`src/rtl/vram_arbiter_if.sv`:
```
// Bundle of the three VRAM client ports and the BRAM port seen by vram_arbiter.
// The slave modport is the arbiter's view; master is the clients/memory side.
interface vram_arbiter_if #(
  parameter int AW = 16,
  parameter int DW = 8
);
  logic          DREQ;
  logic [AW-1:0] DADDR;
  logic [DW-1:0] DDATA;
  logic          DVALID;
  logic          WREQ;
  logic [AW-1:0] WADDR;
  logic [DW-1:0] WDATA;
  logic          WACK;
  logic          CLR;
  logic          BUSY;
  logic          DONE;
  logic          MEN;
  logic          MWE;
  logic [AW-1:0] MADDR;
  logic [DW-1:0] MWDATA;
  logic [DW-1:0] MRDATA;

  modport slave (
    input  DREQ, DADDR, WREQ, WADDR, WDATA, CLR, MRDATA,
    output DDATA, DVALID, WACK, BUSY, DONE, MEN, MWE, MADDR, MWDATA
  );

  modport master (
    output DREQ, DADDR, WREQ, WADDR, WDATA, CLR, MRDATA,
    input  DDATA, DVALID, WACK, BUSY, DONE, MEN, MWE, MADDR, MWDATA
  );
endinterface

```
`src/rtl/vram_arbiter.sv`:
```
// Single-port VRAM arbiter: display reads beat the clear/fill sequencer,
// which beats the general write client. One grant per cycle.
module vram_arbiter #(
  parameter int            AW    = 16,
  parameter int            DW    = 8,
  parameter int            DEPTH = 38400,
  parameter logic [DW-1:0] FILL  = '0
) (
  input logic           CLK,
  input logic           RST,
  vram_arbiter_if.slave bus
);

  localparam logic [0:0]    ST_IDLE = 1'b0;
  localparam logic [0:0]    ST_FILL = 1'b1;
  localparam logic [AW-1:0] LAST    = AW'(DEPTH - 1);

  logic [0:0]    state;
  logic [AW-1:0] cnt;
  logic          done_q;
  logic          dvalid_q;
  logic          grant_disp;
  logic          grant_fill;
  logic          grant_wr;

  // Grants are purely combinational so WACK lands in the same cycle as the write.
  assign grant_disp = !RST && bus.DREQ;
  assign grant_fill = !RST && !bus.DREQ && (state == ST_FILL);
  assign grant_wr   = !RST && !bus.DREQ && (state == ST_IDLE) && bus.WREQ;

  assign bus.MEN    = grant_disp | grant_fill | grant_wr;
  assign bus.MWE    = grant_fill | grant_wr;
  assign bus.WACK   = grant_wr;
  assign bus.MADDR  = grant_disp ? bus.DADDR : (grant_fill ? cnt : bus.WADDR);
  assign bus.MWDATA = grant_fill ? FILL : bus.WDATA;

  assign bus.DDATA  = bus.MRDATA;
  assign bus.DVALID = dvalid_q;
  assign bus.BUSY   = (state == ST_FILL);
  assign bus.DONE   = done_q;

  // The fill address only advances on cycles the fill actually owns the port.
  always_ff @(posedge CLK) begin
    if (RST) begin
      state    <= ST_IDLE;
      cnt      <= '0;
      done_q   <= 1'b0;
      dvalid_q <= 1'b0;
    end else begin
      dvalid_q <= bus.DREQ;
      done_q   <= 1'b0;
      case (state)
        ST_IDLE: begin
          if (bus.CLR) begin
            state <= ST_FILL;
            cnt   <= '0;
          end
        end
        default: begin
          if (grant_fill) begin
            if (cnt == LAST) begin
              state  <= ST_IDLE;
              cnt    <= '0;
              done_q <= 1'b1;
            end else begin
              cnt <= cnt + AW'(1);
            end
          end
        end
      endcase
    end
  end

endmodule
```
`src/flat_wrapper.sv`:
```
// flat-port wrapper written by rule: the top's interface ports become plain ports
module vram_arbiter_flat 
#(
  parameter int            AW    = 16,
  parameter int            DW    = 8,
  parameter int            DEPTH = 38400,
  parameter logic [DW-1:0] FILL  = '0
)
  (CLK, RST, bus_DREQ, bus_DADDR, bus_WREQ, bus_WADDR, bus_WDATA, bus_CLR, bus_MRDATA, bus_DDATA, bus_DVALID, bus_WACK, bus_BUSY, bus_DONE, bus_MEN, bus_MWE, bus_MADDR, bus_MWDATA);
  vram_arbiter_if #(.AW(AW), .DW(DW)) bus_i ();
  input logic CLK;
  input logic RST;
  input wire logic [$bits(bus_i.DREQ)-1:0] bus_DREQ;
  input wire logic [$bits(bus_i.DADDR)-1:0] bus_DADDR;
  input wire logic [$bits(bus_i.WREQ)-1:0] bus_WREQ;
  input wire logic [$bits(bus_i.WADDR)-1:0] bus_WADDR;
  input wire logic [$bits(bus_i.WDATA)-1:0] bus_WDATA;
  input wire logic [$bits(bus_i.CLR)-1:0] bus_CLR;
  input wire logic [$bits(bus_i.MRDATA)-1:0] bus_MRDATA;
  output wire logic [$bits(bus_i.DDATA)-1:0] bus_DDATA;
  output wire logic [$bits(bus_i.DVALID)-1:0] bus_DVALID;
  output wire logic [$bits(bus_i.WACK)-1:0] bus_WACK;
  output wire logic [$bits(bus_i.BUSY)-1:0] bus_BUSY;
  output wire logic [$bits(bus_i.DONE)-1:0] bus_DONE;
  output wire logic [$bits(bus_i.MEN)-1:0] bus_MEN;
  output wire logic [$bits(bus_i.MWE)-1:0] bus_MWE;
  output wire logic [$bits(bus_i.MADDR)-1:0] bus_MADDR;
  output wire logic [$bits(bus_i.MWDATA)-1:0] bus_MWDATA;
  assign bus_i.DREQ = bus_DREQ;
  assign bus_i.DADDR = bus_DADDR;
  assign bus_i.WREQ = bus_WREQ;
  assign bus_i.WADDR = bus_WADDR;
  assign bus_i.WDATA = bus_WDATA;
  assign bus_i.CLR = bus_CLR;
  assign bus_i.MRDATA = bus_MRDATA;
  assign bus_DDATA = bus_i.DDATA;
  assign bus_DVALID = bus_i.DVALID;
  assign bus_WACK = bus_i.WACK;
  assign bus_BUSY = bus_i.BUSY;
  assign bus_DONE = bus_i.DONE;
  assign bus_MEN = bus_i.MEN;
  assign bus_MWE = bus_i.MWE;
  assign bus_MADDR = bus_i.MADDR;
  assign bus_MWDATA = bus_i.MWDATA;
  vram_arbiter #(.AW(AW), .DW(DW), .DEPTH(DEPTH), .FILL(FILL)) u_core (.CLK(CLK), .RST(RST), .bus(bus_i));
endmodule
```
`config.mk`:
```
export PLATFORM = sky130hd
export DESIGN_NAME = vram_arbiter_flat
export DESIGN_NICKNAME = d
export VERILOG_FILES = /design/src/rtl/vram_arbiter_if.sv /design/src/rtl/vram_arbiter.sv /design/src/flat_wrapper.sv
export SDC_FILE = /design/constraint.sdc
export NUM_CORES = 1
export LEC_CHECK = 0
export CORE_MARGIN = 2
export CORE_UTILIZATION = 35
export CTS_CLUSTER_SIZE = 12
export DETAILED_ROUTE_END_ITERATION = 10
export DONT_BUFFER_PORTS = 1
export GPL_TIMING_DRIVEN = 0
export PLACE_DENSITY = 0.48
export SLEW_MARGIN = 10
export SYNTH_ARGS = -nofsm -noshare
export SYNTH_HDL_FRONTEND = slang
export SYNTH_SLANG_ARGS = --single-unit
export TNS_END_PERCENT = 100
```
`constraint.sdc`:
```
create_clock -name CLK -period 4.8 [get_ports CLK]
set_input_delay 0.96 -clock CLK [delete_from_list [all_inputs] [get_ports CLK]]
set_output_delay 0.96 -clock CLK [all_outputs]
set_load 0.05 [all_outputs]
```
### Word-level counts from Yosys, hierarchy flattened

Index checks and enable logic that the tools add are counted.

* add/sub/neg operators: 1
* eq/ne operators: 2
* mux-type cells: 12
* bitwise gates (word level): 5
* reduce and logical (&&, ||, !) cells: 10

Operators with widths (count)
* 2-to-1 mux 16 bit: 6
* adder 16 x 1 -> 16 bit, second input constant: 1
* == test 16 bit, second input constant: 1
* 2-to-1 mux 8 bit: 1
* logical AND 1 bit: 5
* 2-to-1 mux 1 bit: 5
* bitwise OR 1 bit: 3
* OR reduction 3 bit: 1
* zero test 1 bit: 2
* inequality test 2 bit, second input constant: 1
* inverter 1 bit: 2
* AND reduction 2 bit: 1
* nonzero test 2 bit: 1

* bits in registers: 19
* output and inout port bits: 38
* logic and storage cells: 34

### Depth between registers and ports, before layout

Gate-level depths: netlist (run 1).

* word-level depth: 5
* depth in mapped cells: 6

### Worst setup path after synthesis (run 1)

No wires, ideal clock.

* path kind: in2out
* from: in bus_DREQ
* to: out bus_MADDR[14]
* arrival time: 2855 ps
* required time: 3840 ps
* slack: 985 ps
* stages: 5
* buffers on the path: 2
* cell sequence: or3b_1 > buf_2 > buf_2 > mux2i_1 > o21ai_0

* word-level cells in the longest chain between the ends: 5
* elaborated cells between the ends (all ways): 6
* those cells by class: 2 x mux; 4 x reduce/logical

RTL lines
* start: declaration: RTL line flat_wrapper.sv:13 `input wire logic [$bits(bus_i.DREQ)-1:0] bus_DREQ;`
* zero test 1 bit: RTL line vram_arbiter.sv:28 `assign grant_fill = !RST && !bus.DREQ && (state == ST_FILL);`
* logical AND 1 bit (2 in a row): RTL line vram_arbiter.sv:28
* 2-to-1 mux 16 bit: RTL line vram_arbiter.sv:34 `assign bus.MADDR = grant_disp ? bus.DADDR : (grant_fill ? cnt : bus.WADDR);`
* 2-to-1 mux 16 bit (*): RTL line vram_arbiter.sv:34
* end: declaration: RTL line flat_wrapper.sv:27 `output wire logic [$bits(bus_i.MADDR)-1:0] bus_MADDR;`

Every way passes the cells marked *; elsewhere a longest branch is shown, timed or not.

### Worst setup path in the final report (run 1)

* from: reg u_core.state (netlist: u_core.bus.BUSY)
* to: out bus_MADDR[4]

* word-level cells in the longest chain between the ends: 3

RTL lines
* start: declaration: RTL line vram_arbiter.sv:18 `logic [0:0] state;`
* start signal: assignment: RTL line vram_arbiter.sv:45 `state <= ST_IDLE;`
* start signal: assignment: RTL line vram_arbiter.sv:55 `state <= ST_FILL;`
* start signal: assignment: RTL line vram_arbiter.sv:62 `state <= ST_IDLE;`
* logical AND 1 bit: RTL line vram_arbiter.sv:28
* 2-to-1 mux 16 bit (2 in a row): RTL line vram_arbiter.sv:34

Every way passes these cells.

==> out/metrics.cfg, run 1 <==
[floorplan]
core-area_sq_um = 4000
initial_core_util_pct = 36.60
die_w_um = 68.67
std_cell_rows = 23
die-area_sq_um = 4716
die_h_um = 68.67
boundaryPins = 91

[clock_network]
cts_tree = yes
cts_root_buf = clkbuf_8
clk_latency_ns = 0.25
clkSinkCount = 19
numCtsBuffers = 3
clock_path_buffers = 2
htree_levels = 1
post-cts-setup-buffers = 0
ctsHoldBuffers = 0
cts_resized = 0
clk_pin_slew_worst_paths_ns = 0.07

[grt]
top_usage_layer = met2
use_met1_pct = 22.90
grtUsageMet3_pct = 4.383
grt_pass1_wl_mm = 6.044
first_global_vias = 1225
gr-usage-all-layers_pct = 17.07
overflow = 0
grt_max_degree = 11
antenna_found_initial = 0
met2_usage_pct = 27.76

[worst_setup_path]
crit_arrival_ns = 2.74
slowest_delay_ns = 0.76
worst_setup_path_start_kind = register
cp_slowest_cell = dfxtp_1
path_class = register to output pin
endpoint_kind = output pin
crit_required_ns = 3.84
cp_common_cell = buf_2
r2r_slack_ns = 2.59
reg2reg_from = u_core.bus.BUSY
r2r_end = u_core.cnt[8]
cp_max_fo = 10
reg2reg_depth = 4
crit_path_cell_trace = or3b_1 > buf_2 > buf_2 > nor2_1 > a21oi_1 > o21ai_1

[hold_path]
hold_class = register to register
worstHoldEndpoint = u_core.cnt[15]
hold_path_depth = 2
hp-start = u_core.cnt[15]

[timing]
finalCriticalPeriod_ns = 3.702
setup_ws_ns = 1.098
setup_violations = 0
max_slew_margin_pct = 19.94
period_share_pct = 77.12
finalSetupTns_ns = 0
max_freq_ghz = 0.2701
finalHoldViolCount = 0
rsz0062_at_grt = false
clock_skew_ns = 0.0008346
final_max_slew_viol_count = 0
worst_pin_slew_ns = 1.198

[power_and_ir_drop]
leakage_uw = 0.0006116
powerDensity_nw_per_um2 = 257.2
ir_worst_vdd_mv = 0.1319

[yosys]
synth_compound_area_share_pct = 18.89
synth_common_cells = 32 x nand2_1, 21 x o21ai_0, 19 x dfxtp_1
postSynthAreaPerCell_sq_um = 7.507
synth_seq_area_share_pct = 25.98
ys_types = 44
synth.top_cell.area_share_pct = 25.98
synthXorXnorAreaFrac_pct = 2.991
ys_top_cells_by_area = dfxtp_1 26%, mux2i_1 8.9%, nand2_1 8.2%
synth.most_common_cell = nand2_1
synth-seq-cells = 19
yosys_warnings = 0
synth-simple-area-share_pct = 33.76
synth_mux_area_share_pct = 8.889
synthAdderAreaFrac_pct = 0.8547
synth_edf_count = 0
synth_fp_nets = 249
syn_inst = 195
ys.flop_type = dfxtp_1
synth_area_leader_cell = dfxtp_1
mappedNetlistArea_sq_um = 1464
synth_top_family_by_area = simple AND/OR/NAND/NOR gates
async_reset_ff_share_pct = 0

[route]
firstDrtPassIters = 4
ant_nets = 0
routed_wl_mm = 4.074
route.vias.total = 1389
wire_per_inst_um = 16.36
drtIter0Drc = 69
drc_errors = 0
vias_per_cell = 5.578

[run]
max_cap_violations = 0

[cells_and_area]
synthToLayoutAreaGrowth_pct = 8.120
insertedDiodeCount = 0
multi_input_area_sq_um = 968.4
num-nets-final = 254
n_fill_cell = 428
final_cells = 249
seq_area_sq_um = 380.4
layout-drive-gt1-share_pct = 15.08

[placed_design]
gp_congestion = 0.7817
hpwl_mm = 3.183
port_buffers = 0
dp_slack_ns = 1.181
placed_cells = 245

[outcome]
outcome = complete, no violations

==> worst max-delay path, delay by kind of cell, from the launching register on <==
kind                   cells  cell delay [ns]
AOI/OAI and AO/OA          2             0.81
DFF                        1             0.76
and+or+nand+nor            2             0.53
buffers and inverters      2             0.38
==> report_power, final <==
| part | internal (uW) | switching [uW] | leakage [uW] |
|---|---|---|---|
| registers | 159 | 6.01 | 0.000154 |
| logic | 23.1 | 105 | 0.000435 |
| clock network | 59.0 | 54.7 | 0.0000228 |
==> through the flow <==
| step | hold WS (ns) | power, uW | instance area (sq um) | utilization [%] |
|---|---|---|---|---|
| floorplan | 0.4675 | 285.0 | 1464 | - |
| global placement | 0.5084 | 295.2 | 1526 | 38.16 |
| detailed placement | 0.5086 | 298.1 | 1538 | 38.44 |
| CTS | 0.5207 | 410.4 | 1583 | 39.57 |
| global route | 0.5340 | 424.8 | 1583 | 39.57 |
| finish | 0.5209 | 407.0 | 1583 | 39.57 |
==> cell usage in the layout (no fill, tap or decap), drive strengths merged, types with 4 or more instances in the layout <==
master	n
mux2i	13
nand4	7
and2	8
o21ai	25
buf	14
nor2	13
a21oi	5
nand3	4
clkbuf	9
nor3	9
nand2	32
dfxtp	19
==> worst max path at each step <==
stage                                from             to  slack [ns]  cells after the start
after floorplan                  bus_DREQ  bus_MADDR[14]        0.98                      5
after global placement           bus_DREQ   bus_MADDR[8]        0.84                      5
after global routing      u_core.bus.BUSY   bus_MADDR[4]        0.96                      6
after detailed placement         bus_DREQ   bus_MADDR[4]        1.18                      6
final                     u_core.bus.BUSY   bus_MADDR[4]        1.10                      6
after CTS                 u_core.bus.BUSY   bus_MADDR[4]        1.07                      6
==> state kept, by name, summed over array words and instances, names as in the netlist <==
name	cells
u_core.cnt	16
u_core.bus.BUSY	1
u_core.bus.DONE	1
u_core.bus.DVALID	1
==> cells by family (layout without fill, tap and decap cells) <==
family / after synthesis / count (layout)
and+or+nand+nor: 91 / 91
DFF: 19 / 19
adders and majority gates: 1 / 1
xor gates and xnor gates: 5 / 5
muxes: 13 / 13
AOI/OAI and AO/OA: 44 / 44
buffers and inverters: 22 / 26
==> routing by layer <==
layer	part of all wire, %	vias to the layer above
met5	0	-
met4	0.81	0
met3	5.7	4
met2	48	44
met1	46	646
li1	-	695
==> cell type report <==
type	instances	share of cell area [%]
buffer	19	7.273
clock buffer	4	2.846
inverter	3	0.7115
multi-input combinational	154	61.19
sequential	19	24.03
tap	50	3.953
Note: power is estimated with default switching activity, not from simulation.
==> run 2: changes to the inputs <==
Settings changed: ABC_AREA set to 1, PLACE_DENSITY 0.48 to 0.5.
Clock period 4.8 ns to 3.1 ns, I/O delays scaled along.
==> out/metrics.cfg, run 2 <==
[outcome]
outcome = complete, no violations  ; unchanged

[yosys]
mappedNetlistArea_sq_um = 1693  ; was 1464 sq um
ys_top_cells_by_area = dfxtp_1 22%, nand2_1 17%, nor2_1 11%  ; was dfxtp_1 26%, mux2i_1 8.9%, nand2_1 8.2%
async_reset_ff_share_pct = 0  ; unchanged
postSynthAreaPerCell_sq_um = 6.068  ; was 7.507 sq um
synth_fp_nets = 333  ; was 249
ys_types = 31  ; was 44
yosys_warnings = 0  ; unchanged
synth_edf_count = 0  ; unchanged
synth_common_cells = 76 x nand2_1, 49 x nor2_1, 26 x inv_1  ; was 32 x nand2_1, 21 x o21ai_0, 19 x dfxtp_1
synth_seq_area_share_pct = 22.47  ; was 25.98%
synth.most_common_cell = nand2_1  ; unchanged
synth_area_leader_cell = dfxtp_1  ; unchanged
synth-seq-cells = 19  ; unchanged
ys.flop_type = dfxtp_1  ; unchanged
synth.top_cell.area_share_pct = 22.47  ; was 25.98%
syn_inst = 279  ; was 195

[timing]
clock_skew_ns = 0.003599  ; was 0.0008346 ns
max_slew_margin_pct = 18.69  ; was 19.94%
max_freq_ghz = 0.3440
finalCriticalPeriod_ns = 2.907
final_max_slew_viol_count = 0  ; unchanged
period_share_pct = 93.78
setup_violations = 0  ; unchanged
finalHoldViolCount = 0  ; unchanged
finalSetupTns_ns = 0  ; unchanged
rsz0062_at_grt = false  ; unchanged
timing.hold.ws_ns = 0.4483  ; was 0.5209 ns
worst_pin_slew_ns = 1.214  ; was 1.198 ns

[route]
route.vias.total = 1755  ; was 1389
wire_per_inst_um = 14.65  ; was 16.36 um
ant_nets = 0  ; unchanged
firstDrtPassIters = 4  ; unchanged
drc_errors = 0  ; unchanged
routed_wl_mm = 4.938  ; was 4.074 mm
drtIter0Drc = 111  ; was 69
vias_per_cell = 5.208  ; was 5.578

[floorplan]
initial_core_util_pct = 36.08  ; was 36.60%
die_h_um = 73.55  ; was 68.67 um
die_w_um = 73.55  ; was 68.67 um
boundaryPins = 91  ; unchanged
std_cell_rows = 25  ; was 23
die-area_sq_um = 5409  ; was 4716 sq um
core-area_sq_um = 4692  ; was 4000 sq um

[grt]
antenna_found_initial = 0  ; unchanged
gr-usage-all-layers_pct = 18.14  ; was 17.07%
first_global_vias = 1627  ; was 1225
grt_pass1_wl_mm = 7.659  ; was 6.044 mm
overflow = 0  ; unchanged
grt_max_degree = 11  ; unchanged

[cells_and_area]
synthToLayoutAreaGrowth_pct = 11.09  ; was 8.120%
insertedDiodeCount = 0  ; unchanged
num-nets-final = 338  ; was 254
layout-drive-gt1-share_pct = 24.73  ; was 15.08%
final_cells = 337  ; was 249
layout_commonest_cell = nand2_1  ; unchanged
final_cell_mix = 76 x nand2_1, 49 x nor2_1, 26 x inv_1, 19 x dfxtp_1, 15 x nand3_1  ; was 32 x nand2_1, 19 x dfxtp_1, 16 x o21ai_1, 13 x mux2i_1, 13 x nor2_1
top_register = u_core.cnt  ; unchanged
largest_reg_flops = 16  ; unchanged

[clock_network]
clk_pin_slew_worst_paths_ns = 0.08  ; was 0.07 ns
numCtsBuffers = 3  ; unchanged
cts_tree = yes  ; unchanged
clock_path_buffers = 2  ; unchanged
htree_levels = 1  ; unchanged
cts_root_buf = clkbuf_8  ; unchanged
clk_latency_ns = 0.26  ; was 0.25 ns
clkSinkCount = 19  ; unchanged
post-cts-setup-buffers = 0  ; unchanged
ctsHoldBuffers = 0  ; unchanged

[worst_setup_path]
path_class = register to output pin  ; unchanged
endpoint_kind = output pin  ; unchanged
cp_max_fo = 8  ; was 10
crit_required_ns = 2.48  ; was 3.84 ns
worst_setup_path_start_kind = register  ; unchanged
crit_arrival_ns = 2.29  ; was 2.74 ns

[placed_design]
port_buffers = 0  ; unchanged
gp_congestion = 0.8294  ; was 0.7817
hpwl_mm = 3.950  ; was 3.183 mm
placed_cells = 333  ; was 245

[run]
max_cap_violations = 0  ; unchanged

[power_and_ir_drop]
ir_worst_vdd_mv = 0.1578  ; was 0.1319 mV
leakage_uw = 0.0007282  ; was 0.0006116 uW
powerDensity_nw_per_um2 = 348.4  ; was 257.2 nW/um^2

[hold_path]
hold_class = primary input to register  ; was register to register

[run 2: cell type report]
cell class,count,area (sq um)
fill,528,2811
clock buffer,4,45.04
multi-input combinational,211,1149
tap,54,67.56
sequential,19,380.4
inverter,30,112.6
buffer,19,126.4
[run 2: worst paths after layout]
kind | cells after the start | slack (ns) | endpoint | start
max | 4 | 0.19 | bus_MADDR[15] | u_core.bus.BUSY
min | 1 | 0.45 | u_core.bus.DVALID | RST
max reg2reg | 5 | 1.33 | u_core.cnt[14] | u_core.bus.BUSY
min reg2reg | 2 | 0.54 | u_core.cnt[0] | u_core.cnt[0]
[run 2: cell families after synthesis]
kind of cell             count (synthesis)  share of synthesized area, %
buffers and inverters                   49                         14.12
flip-flops                              19                         22.47
adder cells (fa/ha/maj)                  1                        0.7390
AO/OA/AOI/OAI                           36                         14.04
AND/OR/NAND/NOR                        173                         48.12
XOR/XNOR                                 1                        0.5175
[run 2: what timing repair did]
action / CTS / global route
gates resized for setup: 11 / 1
pin swaps: 0 / 0
endpoints found under the setup margin: 11 / 1
endpoints found under the hold margin: 0 / 0
[run 2: where the power goes]
| group | switching, uW | internal, uW | total [uW] |
|---|---|---|---|
| registers | 8.16 | 246 | 254 |
| logic | 178 | 37.5 | 216 |
| clock network | 93.6 | 91.7 | 185 |
[run 2: routing by layer]
| layer | track usage, % | wire [um] | vias to the layer above |
|---|---|---|---|
| li1 | - | - | 891 |
| met1 | 23.39 | 2327 | 780 |
| met2 | 32.94 | 2264 | 80 |
| met3 | 1.783 | 319 | 4 |
| met4 | 3.030 | 27 | 0 |
| met5 | 0 | 0 | - |
[run 2: critical path, stage by stage, from the launching register on]
cell and delay (ns):
dfxtp_1 0.73, nand2_2 0.17, clkinv_1 0.19, nand2_1 0.08, a31oi_1 0.86
[run 2: through the flow]
stage                     utilization, %  area (sq um)  total power, uW  setup slack [ns]
after global routing               40.08          1881            683.7           0.09360
after global placement             37.52          1760            466.0            0.2052
final                              40.08          1881            655.1            0.1928
after floorplan                        -          1693            448.8            0.3552
after detailed placement           37.52          1760            467.0            0.2586
after CTS                          39.95          1874            659.8          0.004853
